==> src/rtl/fifo_drain_sched_if.sv <==
// Bundle between the round-robin drain scheduler, its bank of FWFT fifos
// and the single downstream consumer. The master side is the scheduler.
interface fifo_drain_sched_if #(
  parameter int WIDTH = 8,
  parameter int NUM_Q = 4,
  parameter int IDWID = $clog2(NUM_Q)
);
  logic [NUM_Q-1:0]       q_empty;
  logic [NUM_Q*WIDTH-1:0] q_data;
  logic [NUM_Q-1:0]       q_pop;
  logic [NUM_Q-1:0]       q_mask;
  logic                   out_ready;
  logic                   out_valid;
  logic [WIDTH-1:0]       out_data;
  logic [IDWID-1:0]       out_id;
  logic                   out_last;
  logic                   busy;

  modport master (
    input  q_empty, q_data, q_mask, out_ready,
    output q_pop, out_valid, out_data, out_id, out_last, busy
  );

  modport slave (
    output q_empty, q_data, q_mask, out_ready,
    input  q_pop, out_valid, out_data, out_id, out_last, busy
  );
endinterface

==> src/rtl/fifo_drain_sched.sv <==
// Round-robin drain scheduler: grants one eligible FWFT queue at a time,
// passes its head straight to the output and pops it on each accepted beat.
// A grant ends after QUANTUM beats or as soon as the queue stops being
// eligible; the search for the next grant starts just after the last one.
module fifo_drain_sched #(
  parameter int WIDTH   = 8,
  parameter int NUM_Q   = 4,
  parameter int QUANTUM = 4,
  parameter int IDWID   = $clog2(NUM_Q)
) (
  input  logic               clk,
  input  logic               rst,
  fifo_drain_sched_if.master bus
);

  localparam int              CW        = $clog2(QUANTUM) + 1;
  localparam logic [CW-1:0]    LAST_BEAT = CW'(QUANTUM - 1);
  localparam logic [IDWID-1:0] LAST_Q    = IDWID'(NUM_Q - 1);

  typedef enum logic {IDLE, SERVE} state_t;

  state_t           r_state, w_state_nxt;
  logic [IDWID-1:0] r_grant, w_grant_nxt;
  logic [IDWID-1:0] r_last,  w_last_nxt;
  logic [CW-1:0]    r_cnt,   w_cnt_nxt;

  logic [NUM_Q-1:0] w_elig;
  logic [NUM_Q-1:0] w_pop;
  logic [WIDTH-1:0] w_data;
  logic [IDWID-1:0] w_pick;
  logic             w_any;
  logic             w_serve;
  logic             w_valid;
  logic             w_fire;
  logic             w_at_last;

  assign w_elig    = bus.q_mask & ~bus.q_empty;
  assign w_serve   = (r_state == SERVE);
  assign w_valid   = w_serve & w_elig[r_grant];
  assign w_fire    = w_valid & bus.out_ready;
  assign w_at_last = (r_cnt == LAST_BEAT);

  // Rotating-priority search: first eligible queue after r_last, wrapping.
  // Walking the offsets from farthest to nearest lets the nearest win.
  always_comb begin
    logic [IDWID-1:0] idx;
    // NOTE: every combinational output gets a default before any branch, so
    // no path leaves a value unassigned and no latch is inferred.
    w_any  = 1'b0;
    w_pick = '0;
    idx    = '0;
    for (int k = NUM_Q; k >= 1; k--) begin
      idx = IDWID'((int'(r_last) + k) % NUM_Q);
      if (w_elig[idx]) begin
        w_any  = 1'b1;
        w_pick = idx;
      end
    end
  end

  // Head-of-queue mux for the granted queue (zero-latency pass-through).
  always_comb begin
    w_data = '0;
    for (int i = 0; i < NUM_Q; i++) begin
      if (r_grant == IDWID'(i)) w_data = bus.q_data[i*WIDTH +: WIDTH];
    end
  end

  // Pop strobe only to the granted queue, only on an accepted beat.
  always_comb begin
    w_pop = '0;
    if (!rst && w_fire) w_pop[r_grant] = 1'b1;
  end

  assign bus.q_pop     = w_pop;
  assign bus.out_valid = !rst && w_valid;
  assign bus.out_last  = !rst && w_valid && w_at_last;
  assign bus.busy      = !rst && w_serve;
  assign bus.out_id    = rst ? '0 : r_grant;
  assign bus.out_data  = w_data;

  // Next-state: grant on any eligibility, end the grant on quantum or drain.
  always_comb begin
    w_state_nxt = r_state;
    w_grant_nxt = r_grant;
    w_last_nxt  = r_last;
    w_cnt_nxt   = r_cnt;
    unique case (r_state)
      IDLE: begin
        if (w_any) begin
          w_grant_nxt = w_pick;
          w_cnt_nxt   = '0;
          w_state_nxt = SERVE;
        end
      end
      SERVE: begin
        if (!w_elig[r_grant]) begin
          // Drained or masked off: forfeit the rest of the quantum.
          w_last_nxt  = r_grant;
          w_state_nxt = IDLE;
        end else if (w_fire) begin
          if (w_at_last) begin
            w_last_nxt  = r_grant;
            w_state_nxt = IDLE;
          end else begin
            w_cnt_nxt = r_cnt + 1'b1;
          end
        end
        // Stalled beat (valid, not ready): hold everything.
      end
      default: w_state_nxt = IDLE;
    endcase
  end

  // State register; synchronous reset dominates every other input.
  always_ff @(posedge clk) begin
    // NOTE: sequential state uses non-blocking assignments so every register
    // samples the pre-edge values regardless of statement order.
    if (rst) begin
      r_state <= IDLE;
      r_grant <= '0;
      r_last  <= LAST_Q;
      r_cnt   <= '0;
    end else begin
      r_state <= w_state_nxt;
      r_grant <= w_grant_nxt;
      r_last  <= w_last_nxt;
      r_cnt   <= w_cnt_nxt;
    end
  end

endmodule
==> src/flat_wrapper.sv <==
// flat-port wrapper written by rule: the top's interface ports become plain ports
module fifo_drain_sched_flat 
#(
  parameter int WIDTH   = 8,
  parameter int NUM_Q   = 4,
  parameter int QUANTUM = 4,
  parameter int IDWID   = $clog2(NUM_Q)
)
  (clk, rst, bus_q_empty, bus_q_data, bus_q_mask, bus_out_ready, bus_q_pop, bus_out_valid, bus_out_data, bus_out_id, bus_out_last, bus_busy);
  fifo_drain_sched_if #(.WIDTH(WIDTH), .NUM_Q(NUM_Q), .IDWID(IDWID)) bus_i ();
  input  logic clk;
  input  logic rst;
  input wire logic [$bits(bus_i.q_empty)-1:0] bus_q_empty;
  input wire logic [$bits(bus_i.q_data)-1:0] bus_q_data;
  input wire logic [$bits(bus_i.q_mask)-1:0] bus_q_mask;
  input wire logic [$bits(bus_i.out_ready)-1:0] bus_out_ready;
  output wire logic [$bits(bus_i.q_pop)-1:0] bus_q_pop;
  output wire logic [$bits(bus_i.out_valid)-1:0] bus_out_valid;
  output wire logic [$bits(bus_i.out_data)-1:0] bus_out_data;
  output wire logic [$bits(bus_i.out_id)-1:0] bus_out_id;
  output wire logic [$bits(bus_i.out_last)-1:0] bus_out_last;
  output wire logic [$bits(bus_i.busy)-1:0] bus_busy;
  assign bus_i.q_empty = bus_q_empty;
  assign bus_i.q_data = bus_q_data;
  assign bus_i.q_mask = bus_q_mask;
  assign bus_i.out_ready = bus_out_ready;
  assign bus_q_pop = bus_i.q_pop;
  assign bus_out_valid = bus_i.out_valid;
  assign bus_out_data = bus_i.out_data;
  assign bus_out_id = bus_i.out_id;
  assign bus_out_last = bus_i.out_last;
  assign bus_busy = bus_i.busy;
  fifo_drain_sched #(.WIDTH(WIDTH), .NUM_Q(NUM_Q), .QUANTUM(QUANTUM), .IDWID(IDWID)) u_core (.clk(clk), .rst(rst), .bus(bus_i));
endmodule
==> config.mk <==
export PLATFORM = sky130hd
export DESIGN_NAME = fifo_drain_sched_flat
export DESIGN_NICKNAME = d
export VERILOG_FILES = /design/src/rtl/fifo_drain_sched_if.sv /design/src/rtl/fifo_drain_sched.sv /design/src/flat_wrapper.sv
export SDC_FILE = /design/constraint.sdc
export NUM_CORES = 1
export LEC_CHECK = 0
export ABC_AREA = 1
export CAP_MARGIN = 15
export CORE_ASPECT_RATIO = 0.8
export CORE_MARGIN = 8
export CORE_UTILIZATION = 39
export CTS_BUF_LIST = sky130_fd_sc_hd__clkbuf_4 sky130_fd_sc_hd__clkbuf_8 sky130_fd_sc_hd__clkbuf_16
export CTS_CLUSTER_DIAMETER = 30
export DETAILED_ROUTE_END_ITERATION = 10
export PLACE_DENSITY_LB_ADDON = 0.2
export REMOVE_ABC_BUFFERS = 1
export SLEW_MARGIN = 25
export SYNTH_ARGS = -nofsm -noshare
export SYNTH_HDL_FRONTEND = slang
export SYNTH_SLANG_ARGS = --single-unit
==> constraint.sdc <==
create_clock -name clk -period 4.4 [get_ports clk]
set_clock_uncertainty 0.05 [all_clocks]
set_input_delay 0.66 -clock clk [delete_from_list [all_inputs] [get_ports clk]]
set_output_delay 0.66 -clock clk [all_outputs]
set_load 0.005 [all_outputs]
==> flow_metrics.env <==
export IMPL_rsz_0062_raised_after_global_routing="no"
export IMPL_flow_area_growth_from_synthesis_pct=68.5
export IMPL_cts_buffer_depth=2
export IMPL_slew_headroom=0.703
export IMPL_final_fill_count=195
export IMPL_transition_time_at_the_pin_with_the_least_slew_margin_ns=0.445
export IMPL_placed_cells_incl_taps=245
export IMPL_ys_warnings_count=0
export IMPL_rrSetupSlack_ns=2.67
export IMPL_timing_hold_worst_start="u_core.r_cnt[0]"
export IMPL_timing_worst_setup_path_type="in2out"
export IMPL_hold_path_class="reg2reg"
export IMPL_drt_first_iter_violations=56
export IMPL_die_height_um=59.3
export IMPL_synth_seq_area_share=0.175
export IMPL_globalRouteTotalUtil=0.167
export IMPL_start_util=0.416
export IMPL_power_density_nw_per_um2=415
export IMPL_multi_input_area_um2=629
export IMPL_timing_critical_path_required_ns=3.69
export IMPL_boundaryPins=60
export IMPL_sequential_group_share_of_total_power=0.201
export IMPL_post_cts_buffers=0
export IMPL_ir_worst_vdd_uv=378
export IMPL_r2r_start="u_core.r_grant[0]"
export IMPL_routed_via_count=1258
export IMPL_r2r_worst_path_cells=7
export IMPL_drt_drc_violations_left=0
export IMPL_clkSlewWorstSetupHoldPaths_ns=0.05
export IMPL_drive_above_1_share=0.0987
export IMPL_synth_seq_cells=8
export IMPL_cp_start_kind="input port"
export IMPL_worstPathMaxFanout=4
export IMPL_stdcell_count=248
export IMPL_tritoncts_clock_tree="yes"
export IMPL_regArea_um2=160
export IMPL_n_antenna_cell=0
export IMPL_detail_route_wirelength_um=3570
export IMPL_run_status="completed"
export IMPL_core_area_um2=2200
export IMPL_drt_pre_antenna_iters=4
export IMPL_synth_cell_area_um2=913
export IMPL_global_route_overflow_total=0
export IMPL_cts_root_buf="sky130_fd_sc_hd__clkbuf_4"
export IMPL_hold_viol=0
export IMPL_final_min_period_over_clock_period=0.737
export IMPL_grt_antenna_before_repair=0
export IMPL_cell_internal_power_uw=341
export IMPL_static_leakage_power_nw=0.730
export IMPL_setup_ws_ns=1.16
export IMPL_post_synth_inst_count=163
export IMPL_postCtsResizedCells=0
export IMPL_average_wire_per_standard_cell_um=14.4
export IMPL_p_sw_uw=297
export IMPL_critPathCapture="bus_q_pop[1]"
export IMPL_worstSetupEndpointType="primary output"
export IMPL_clock_tree_htree_level_count=1
export IMPL_final_max_slew_viol_count=0
export IMPL_gp_congestion=0.825
export IMPL_netlist_cell_type_count=23
export IMPL_design_die_area_um2=4160
export IMPL_critPathArrivalTime_ns=2.53
export IMPL_clock_latency_ns=0.26
export IMPL_antenna_violating_nets_post_route=0
export IMPL_grt_pass1_wl_um=5740
export IMPL_die_width_um=70.1
export IMPL_fmax_mhz=308
export IMPL_fp_row_count=15
export IMPL_layout_min_cycle_time_ns=3.24
export IMPL_dpl_worst_slack_ns=1.19
export IMPL_detailedPlacementHpwl_um=3000
export IMPL_grt_pass1_vias=1273
export IMPL_hold_ws_ns=0.438
export IMPL_crit_path_start="bus_q_mask[0]"
export IMPL_clock_power_share=0.089
export IMPL_viasPerCell=5.07
export IMPL_layout_nets=270
export IMPL_setup_total_negative_slack_ns=0
export IMPL_syn_avg_cell_area_um2=5.60
export IMPL_total_power_uw=638
export IMPL_drv_cap=0
export IMPL_grt_max_degree=13
export IMPL_postCtsHoldBufs=0
export IMPL_setup_violations=0
export IMPL_power_switching_share=0.466
export IMPL_timing_rr_end="u_core.r_last[1]"
export IMPL_cts_buffers=3
export IMPL_placement_io_buffers=59
export IMPL_power_combinational_fraction=0.710
export IMPL_clock_sinks=8
through the flow:
step | utilization | area (µm²)
2_1_floorplan | - | 895
3_3_place_gp | 0.691 | 1520
3_5_place_dp | 0.691 | 1520
4_1_cts | 0.701 | 1540
5_1_grt | 0.701 | 1540
6_report | 0.701 | 1540
cell families after synthesis:
logic type,after synthesis,share of synthesized area
buf+inv,30,0.136
fa+ha+maj,2,0.0274
flops,8,0.175
xor+xnor,1,0.0178
simple gates,106,0.514
compound gates,16,0.130
power by group through the flow:
stage / combinational (mW) / sequential [mW] / clock, mW
5_1_grt: 0.504 / 0.131 / 0.0627
3_5_place_dp: 0.451 / 0.129 / 0
6_report: 0.453 / 0.128 / 0.0569
3_3_place_gp: 0.436 / 0.126 / 0
4_1_cts: 0.454 / 0.127 / 0.0601
2_1_floorplan: 0.256 / 0.118 / 0
placed cells by master (no fill, tap or decap), drive strengths merged:
cell	instances
a21oi	8
a221oi	4
clkbuf	3
clkdlybuf4s50	59
dfxtp	8
ha	2
inv	28
nand2	61
nand3	16
nand3b	2
nand4	4
nor2	22
nor3	1
o21ai	1
o22ai	3
xnor2	1
layer usage:
metal / up-vias / global-route usage / wire length (µm)
li1: 638 / - / -
met1: 572 / 0.170 / 1390
met2: 37 / 0.304 / 1890
met3: 11 / 0.0503 / 195
met4: 0 / 0.0857 / 89
met5: - / 0 / 0
worst min path at each step:
stage / to / slack, ns / cells past startpoint
4_1_cts: u_core.r_cnt[0] / 0.43 / 1
3_3_place_gp: u_core.r_cnt[0] / 0.40 / 1
6_report: u_core.r_cnt[0] / 0.44 / 1
3_5_place_dp: u_core.r_cnt[0] / 0.42 / 1
5_1_grt: u_core.r_cnt[0] / 0.46 / 1
2_1_floorplan: u_core.r_cnt[0] / 0.39 / 1
flip-flops by register name, indices dropped and copies added, names as in the netlist:
register / cells
u_core.r_cnt: 3
u_core.r_grant: 2
u_core.r_last: 2
u_core.r_state: 1
layout make-up:
class	count	share of cell area
Clock buffer	3	0.0146
Inverter	28	0.0683
Multi-Input combinational cell	125	0.409
Sequential cell	8	0.104
Tap cell	25	0.0203
Timing Repair Buffer	59	0.384
Yosys cell counts:
library cell,n,area [µm²]
sky130_fd_sc_hd__nor2_4,1,11.3
sky130_fd_sc_hd__xnor2_2,1,16.3
sky130_fd_sc_hd__nand3_2,1,10.0
sky130_fd_sc_hd__inv_2,4,15.0
sky130_fd_sc_hd__nand3_1,15,75.1
sky130_fd_sc_hd__nor2_2,1,6.26
sky130_fd_sc_hd__nand2_2,7,43.8
sky130_fd_sc_hd__a21oi_1,7,35.0
sky130_fd_sc_hd__o22ai_2,2,25.0
sky130_fd_sc_hd__nor3_1,1,5.00
sky130_fd_sc_hd__nand2_1,54,203
sky130_fd_sc_hd__o21ai_2,1,8.76
sky130_fd_sc_hd__buf_6,1,11.3
sky130_fd_sc_hd__nor2_1,20,75.1
sky130_fd_sc_hd__inv_1,24,90.1
sky130_fd_sc_hd__nand4_1,4,25.0
sky130_fd_sc_hd__ha_1,2,25.0
sky130_fd_sc_hd__a21oi_2,1,8.76
sky130_fd_sc_hd__o22ai_1,1,6.26
sky130_fd_sc_hd__a221oi_1,4,35.0
sky130_fd_sc_hd__buf_4,1,7.51
sky130_fd_sc_hd__dfxtp_1,8,160
sky130_fd_sc_hd__nand3b_1,2,15.0
critical path: stages:
cell                              delay [ns]
sky130_fd_sc_hd__clkdlybuf4s50_1        0.49
sky130_fd_sc_hd__inv_1                  0.04
sky130_fd_sc_hd__nor2_1                 0.16
sky130_fd_sc_hd__o22ai_2                0.11
sky130_fd_sc_hd__nor2_4                 0.18
sky130_fd_sc_hd__nand2_1                0.10
sky130_fd_sc_hd__inv_2                  0.08
sky130_fd_sc_hd__nand2_2                0.07
sky130_fd_sc_hd__nor2_1                 0.12
sky130_fd_sc_hd__clkdlybuf4s50_1        0.52
(Power assumes the default switching activity.)
